## config.mk

```make
export PLATFORM = sky130hd
export DESIGN_NAME = afifo_xgmii_tx_ctrl
export DESIGN_NICKNAME = d
export VERILOG_FILES = /design/src/rtl/afifo_xgmii_tx_ctrl.sv
export SDC_FILE = /design/constraint.sdc
export NUM_CORES = 1
export LEC_CHECK = 0
export ABC_AREA = 0
export CAP_MARGIN = 5
export CORE_UTILIZATION = 46
export CTS_BUF_LIST = sky130_fd_sc_hd__clkbuf_8
export DETAILED_ROUTE_END_ITERATION = 8
export GPL_TIMING_DRIVEN = 0
export PLACE_DENSITY = 0.88
export SETUP_SLACK_MARGIN = 0.3
export SLEW_MARGIN = 20
export SYNTH_ARGS = -nofsm -noshare
export SYNTH_HDL_FRONTEND = slang
export SYNTH_SLANG_ARGS = --single-unit
```

## constraint.sdc

```tcl
create_clock -name rd_clk -period 7.8 [get_ports rd_clk]
set_input_delay 1.17 -clock rd_clk [delete_from_list [all_inputs] [get_ports rd_clk]]
set_output_delay 1.17 -clock rd_clk [all_outputs]
set_load 0.01 [all_outputs]
```

## src/rtl/afifo_xgmii_tx_ctrl.sv

```systemverilog
// Read-side XGMII frame sequencer: pops whole frames from a show-ahead FIFO and enforces the IPG.
// Define AFIFO_TX_STATS_EN to implement frame/underrun/drop counters (otherwise tied to 0).
`timescale 1ns/1ps
module afifo_xgmii_tx_ctrl #(
    parameter int unsigned IPG_WORDS = 1
) (
    input  logic        rd_clk,
    input  logic        rst,
    input  logic        enable,
    input  logic [71:0] fifo_dout,
    input  logic        fifo_empty,
    output logic        fifo_rd_en,
    output logic [63:0] xgmii_txd,
    output logic [7:0]  xgmii_txc,
    output logic [31:0] frame_cnt,
    output logic [15:0] underrun_cnt,
    output logic [15:0] drop_cnt
);

    localparam logic [63:0] IdleTxd = 64'h0707070707070707;
    localparam logic [63:0] ErrTxd  = 64'hFEFEFEFEFEFEFEFE;
    localparam logic [15:0] IpgLoad = 16'(IPG_WORDS);
    localparam logic        NoGap   = (IPG_WORDS == 0);

    typedef enum logic [1:0] {StIdle, StFrame, StAbort, StIpg} state_e;

    state_e      state_q, state_d;
    logic [15:0] ipg_q, ipg_d;
    logic [71:0] out_q, out_d;
    logic        pop;
    logic        is_start, is_term;
    logic        frame_inc, underrun_inc, drop_inc;

    assign is_start = fifo_dout[64] && (fifo_dout[7:0] == 8'hFB);

    always_comb begin
        is_term = 1'b0;
        for (int i = 0; i < 8; i++) begin
            if (fifo_dout[64+i] && (fifo_dout[8*i +: 8] == 8'hFD)) begin
                is_term = 1'b1;
            end
        end
    end

    always_comb begin
        state_d      = state_q;
        ipg_d        = ipg_q;
        pop          = 1'b0;
        out_d        = {8'hFF, IdleTxd};
        frame_inc    = 1'b0;
        underrun_inc = 1'b0;
        drop_inc     = 1'b0;
        unique case (state_q)
            StIdle: begin
                if (enable && !fifo_empty) begin
                    pop = 1'b1;
                    if (is_start) begin
                        out_d = fifo_dout;
                        if (is_term) begin
                            frame_inc = 1'b1;
                            state_d   = NoGap ? StIdle : StIpg;
                            ipg_d     = IpgLoad;
                        end else begin
                            state_d = StFrame;
                        end
                    end else begin
                        drop_inc = 1'b1;
                    end
                end
            end
            StFrame: begin
                if (!fifo_empty) begin
                    pop   = 1'b1;
                    out_d = fifo_dout;
                    if (is_term) begin
                        frame_inc = 1'b1;
                        state_d   = NoGap ? StIdle : StIpg;
                        ipg_d     = IpgLoad;
                    end
                end else begin
                    out_d        = {8'hFF, ErrTxd};
                    underrun_inc = 1'b1;
                    state_d      = StAbort;
                end
            end
            StAbort: begin
                // Flush the remainder of the broken frame, whatever it contains.
                if (!fifo_empty) begin
                    pop = 1'b1;
                    if (is_term) begin
                        state_d = NoGap ? StIdle : StIpg;
                        ipg_d   = IpgLoad;
                    end
                end
            end
            StIpg: begin
                ipg_d = ipg_q - 16'd1;
                if (ipg_q == 16'd1) begin
                    state_d = StIdle;
                end
            end
        endcase
    end

    assign fifo_rd_en = pop & ~rst;

    always_ff @(posedge rd_clk or posedge rst) begin
        if (rst) begin
            state_q <= StIdle;
            ipg_q   <= 16'd0;
            out_q   <= {8'hFF, IdleTxd};
        end else begin
            state_q <= state_d;
            ipg_q   <= ipg_d;
            out_q   <= out_d;
        end
    end

    assign xgmii_txd = out_q[63:0];
    assign xgmii_txc = out_q[71:64];

`ifdef AFIFO_TX_STATS_EN
    logic [31:0] frame_cnt_q;
    logic [15:0] underrun_cnt_q, drop_cnt_q;

    always_ff @(posedge rd_clk or posedge rst) begin
        if (rst) begin
            frame_cnt_q    <= 32'd0;
            underrun_cnt_q <= 16'd0;
            drop_cnt_q     <= 16'd0;
        end else begin
            frame_cnt_q    <= frame_cnt_q + 32'(frame_inc);
            underrun_cnt_q <= underrun_cnt_q + 16'(underrun_inc);
            drop_cnt_q     <= drop_cnt_q + 16'(drop_inc);
        end
    end

    assign frame_cnt    = frame_cnt_q;
    assign underrun_cnt = underrun_cnt_q;
    assign drop_cnt     = drop_cnt_q;
`else
    logic unused_inc;
    assign unused_inc   = frame_inc ^ underrun_inc ^ drop_inc;
    assign frame_cnt    = 32'd0;
    assign underrun_cnt = 16'd0;
    assign drop_cnt     = 16'd0;
`endif

endmodule

```

; ---- Word-level counts from Yosys, hierarchy flattened
; Cells that the tools add are included.
[classes]
n_addsub = 1
eq_ne = 18
n_mux = 28
bitwise_logic = 2
reduce_logical = 15
[op_table]
columns = op, count
row1 = two-way mux 72 bit, 3
row2 = one-hot mux 72 bit (2 select lines), 1
row3 = == test 8 bit (second input constant), 9
row4 = two-way mux 16 bit, 4
row5 = one-hot mux 16 bit (3 select lines), 1
row6 = == test 16 x 1 -> 1 bit (second input constant), 1
row7 = subtractor 16 x 1 -> 16 bit (second input constant), 1
row8 = two-way mux 2 bit, 7
row9 = logical AND 1 bit, 10
row10 = two-way mux 1 bit, 10
row11 = != test 2 bit (second input constant), 5
row12 = one-hot mux 2 bit (4 select lines), 1
row13 = == test 2 bit (second input constant), 2
row14 = AND reduction 4 bit, 1
row15 = AND reduction 3 bit, 1
row16 = == test 2 x 1 -> 1 bit (second input constant), 1
row17 = logical NOT 2 bit, 1
row18 = one-hot mux 1 bit (2 select lines), 1
row19 = OR reduction 2 bit, 1
row20 = AND 1 bit, 1
row21 = logical NOT 1 bit, 1
row22 = inverter 1 bit, 1
[totals]
regBits = 90
in_bits = 76
output_inout_bits = 137

; ---- Logic depth before layout (Yosys ltp)
[logic_depth]
depth_word = 14
mapped_depth = 8
ltp_nobuf = 7

; ---- Worst setup path after synthesis
; No wires, ideal clock.
[synth_path]
path_type = input-to-output
from = input fifo_empty
to = output fifo_rd_en
arrival_time_ns = 1.728
setup_slack_ns = 4.902
path_stages = 2
n_path_buf = 1
cell_sequence = buf_6 nor4_1
[synth_between]
elab_chain_cells = 5
elab_cells_between_ends = 6
[synth_rtl]
columns = element, line
row1 = "start, declared", 11  ; input logic fifo_empty,
row2 = logical NOT 1 bit, --
row3 = logical AND 1 bit, 55  ; if (enable && !fifo_empty) begin
row4 = two-way mux 1 bit, 55
row5 = one-hot mux 1 bit (2 select lines) (*), 53  ; unique case (state_q)
row6 = AND 1 bit (*), 105  ; assign fifo_rd_en = pop & ~rst;
row7 = "end, declared", 12  ; output logic fifo_rd_en,
; Every way passes the cells marked *; elsewhere a longest branch is shown, timed or not.

; ---- Worst setup path after layout
[layout_path]
from = input enable
to = output fifo_rd_en
[layout_between]
elab_chain_cells = 4
[layout_rtl]
columns = element, line
row1 = "start, declared", 9  ; input logic enable,
row2 = logical AND 1 bit, 55
row3 = two-way mux 1 bit, 55
row4 = one-hot mux 1 bit (2 select lines), 53
row5 = AND 1 bit, 105
; Every way passes these cells.

==> impl_metrics.env <==
export IMPL_clk_path_buf_depth=2
export IMPL_layout_min_cycle_time_ns=3.797
export IMPL_cp_data_required_time_ns=6.63
export IMPL_groute_usage_overall_pct=25.03
export IMPL_start_util_pct=47.78
export IMPL_synth_area_mm2=0.004436
export IMPL_hold_depth=2
export IMPL_post_route_drc_count=0
export IMPL_postLayoutSetupSlackWorst_ns=4.003
export IMPL_clock_pin_slew_worst_setup_and_hold_paths_ns=0.09
export IMPL_final_setup_fails=0
export IMPL_p_leak_nw=3.089
export IMPL_cts_hold_buffers=0
export IMPL_clock_insertion_delay_worst_skew_ns=0.37
export IMPL_max_clock_freq_mhz=263.3
export IMPL_hpwl_mm=9.626
export IMPL_layoutNonFillerInstCount=800
export IMPL_cts_resized=0
export IMPL_timing_hold_worst_class="reg -> reg"
export IMPL_cellPowerDensity_mw_per_mm2=301.5
export IMPL_syn_inst=444
export IMPL_insertedDiodeCount=0
export IMPL_die_area_mm2=0.01004
export IMPL_synth_enable_flop_cells=0
export IMPL_route_detailed_wl_per_inst_um=15.32
export IMPL_async_flop_share_pct=100.0
export IMPL_detail_route_first_pass_iterations=7
export IMPL_layout_commonest_cell="sky130_fd_sc_hd__clkdlybuf4s50_1"
export IMPL_syn_to_final_growth_pct=47.76
export IMPL_fp_dieH_um=100.2
export IMPL_finalMaxSlewViolations=0
export IMPL_ys_warn_count=0
export IMPL_yosys_cell_types_count=49
export IMPL_timing_setup_tns_ns=0
export IMPL_synth_seq_cells=90
export IMPL_detail_route_antenna_nets=0
export IMPL_wl_mm=12.26
export IMPL_timing_rr_start="state_q[0]"
export IMPL_grt_start_max_net_pins=51
export IMPL_pin_count=213
export IMPL_cts_buffers=9
export IMPL_hold_start="ipg_q[12]"
export IMPL_rrSetupSlack_ns=5.65
export IMPL_post_cts_buffers=0
export IMPL_fill_cells=682
export IMPL_placement_rows=35
export IMPL_via_count=3878
export IMPL_critPathKind="in -> out"
export IMPL_initial_antenna_violation_count=0
export IMPL_core_area_mm2=0.009284
export IMPL_cts_tree="done"
export IMPL_setup_worst_path_start_class="primary input"
export IMPL_synth_seq_area_share_pct=51.68
export IMPL_portBuffers=147
export IMPL_cts_root_buffer_cell="sky130_fd_sc_hd__clkbuf_8"
export IMPL_vias_per_cell=4.848
export IMPL_grt_first_pass_wirelength_mm=19.02
export IMPL_syn_mean_instance_area_um2=9.990
export IMPL_timing_max_slew_rel_slack_pct=48.21
export IMPL_die_w_um=100.2
export IMPL_rsz0062_at_grt="no"
export IMPL_timing_reg2reg_worst_path_depth=6
export IMPL_arrival_ns=2.63
export IMPL_fin_total_pwr_mw=1.976
export IMPL_fin_nets=748
export IMPL_pre_cts_ws_ns=4.003
export IMPL_critical_path_endpoint_type="primary output"
export IMPL_htreeDepth=3
export IMPL_timing_final_crit_share_pct=48.69
export IMPL_vdd_drop_max_mv=0.1373
export IMPL_multi_input_combinational_cell_area_mm2=0.001729
export IMPL_outcome="finished, final reports clean"
export IMPL_most_common_layout_cells="sky130_fd_sc_hd__clkdlybuf4s50_1 (147), sky130_fd_sc_hd__nand2_1 (96), sky130_fd_sc_hd__buf_4 (64), sky130_fd_sc_hd__conb_1 (64), sky130_fd_sc_hd__dfrtp_1 (58)"
export IMPL_most_used_flip_flop_cell_after_synthesis="sky130_fd_sc_hd__dfrtp_1"
export IMPL_drive_gt1_share_pct=19.67
export IMPL_final_hold_viol_count=0
export IMPL_tightestPinTransition_ns=0.7717
export IMPL_count_of_routing_violations_after_the_opening_detailed_route_iteration=155
export IMPL_hold_end="ipg_q[12]"
export IMPL_timing_clock_skew_ns=0.01404
export IMPL_maxCapViolCount=0
export IMPL_grt_pass1_vias=3787
export IMPL_globalRouteOverflowTotal=0
export IMPL_place_congestion=0.8769
export IMPL_final_seq_area_mm2=0.002292
export IMPL_reg_to_reg_end="out_q[66]"
export IMPL_post_place_cells=784
export IMPL_worst_path_max_fanout=2
export IMPL_cts_sinks=90
## cell type report
type,count,area share (%)
flip-flops and latches,90,34.98
multi-input cells,313,26.38
repair buffers,148,22.87
plain buffers,81,8.610
well taps,129,2.463
clock buffers,9,1.890
clock inverters,7,1.451
inverters,23,1.355
## cells in the mapped netlist, types with 2 or more instances
cell type | number | area [um2]
sky130_fd_sc_hd__nor2_1 | 7 | 26.28
sky130_fd_sc_hd__nor4b_1 | 2 | 17.52
sky130_fd_sc_hd__ha_1 | 6 | 75.07
sky130_fd_sc_hd__nand4_1 | 13 | 81.33
sky130_fd_sc_hd__buf_4 | 64 | 480.5
sky130_fd_sc_hd__a21o_1 | 9 | 67.56
sky130_fd_sc_hd__or4_1 | 4 | 30.03
sky130_fd_sc_hd__nand2_1 | 96 | 360.4
sky130_fd_sc_hd__or3_1 | 23 | 143.9
sky130_fd_sc_hd__nor3_1 | 7 | 35.03
sky130_fd_sc_hd__nand3_1 | 4 | 20.02
sky130_fd_sc_hd__buf_6 | 2 | 22.52
sky130_fd_sc_hd__a21oi_1 | 9 | 45.04
sky130_fd_sc_hd__and2_1 | 2 | 12.51
sky130_fd_sc_hd__o22ai_1 | 9 | 56.30
sky130_fd_sc_hd__buf_2 | 4 | 20.02
sky130_fd_sc_hd__mux2_2 | 2 | 22.52
sky130_fd_sc_hd__o21ai_0 | 8 | 40.04
sky130_fd_sc_hd__o31a_1 | 3 | 26.28
sky130_fd_sc_hd__dfrtp_1 | 58 | 1451
sky130_fd_sc_hd__nor4_1 | 9 | 56.30
sky130_fd_sc_hd__and3_1 | 3 | 18.77
sky130_fd_sc_hd__inv_1 | 23 | 86.33
sky130_fd_sc_hd__o31ai_1 | 3 | 22.52
sky130_fd_sc_hd__nand3b_1 | 3 | 22.52
sky130_fd_sc_hd__clkbuf_1 | 11 | 41.29
sky130_fd_sc_hd__o2bb2ai_1 | 7 | 61.31
sky130_fd_sc_hd__dfstp_2 | 32 | 840.8
## worst max path at each step
stage                 from         end  slack [ns]
global placement       rst   out_q[27]        3.08
CTS                 enable  fifo_rd_en        4.00
finish              enable  fifo_rd_en        4.00
detailed placement  enable  fifo_rd_en        4.00
floorplan              rst    ipg_q[0]        4.35
global route        enable  fifo_rd_en        3.93
## per-layer routing
| metal | up-vias | wire [um] | part of all wire [%] | global-route usage, % |
|---|---|---|---|---|
| met5 | - | 0 | 0 | 0 |
| met4 | 0 | 517 | 4.2 | 12.82 |
| met3 | 36 | 820 | 6.7 | 3.900 |
| met2 | 209 | 6379 | 52 | 43.68 |
| met1 | 1802 | 4541 | 37 | 29.99 |
| li1 | 1831 | - | - | - |
## flip-flops by register name, indices dropped and copies added (netlist names)
signal,flops
out_q,72
state_q,2
ipg_q,16
## metrics by stage
step	hold WS, ns	instance area, um2	utilization (%)
2_1_floorplan	0.5396	4672	-
3_3_place_gp	0.5625	6305	67.91
3_5_place_dp	0.5895	6335	68.23
4_1_cts	0.6023	6554	70.59
5_1_grt	0.6376	6554	70.59
6_report	0.6082	6554	70.59
## kinds of logic (layout without fill, tap and decap cells)
group,after synthesis,after routing,synth area share (%)
other cells,1,64,0.08455
buf+inv,104,268,14.67
simple gates,183,183,21.75
mux,3,3,0.7334
compound gates,57,57,9.394
fa+ha+maj,6,6,1.692
flops,90,90,51.68
## critical path, stage by stage
cell	delay, ns
sky130_fd_sc_hd__clkdlybuf4s50_1	0.53
sky130_fd_sc_hd__a21oi_1	0.09
sky130_fd_sc_hd__nor4_1	0.24
sky130_fd_sc_hd__clkdlybuf4s50_1	0.59
## power by group
group	total, mW	leakage [nW]	internal, mW	switching (mW)
Clock	0.351	0.103	0.180	0.170
Sequential	0.708	1.09	0.628	0.0797
Combinational	0.917	1.89	0.431	0.486
Power figures use the tool's default switching activity.
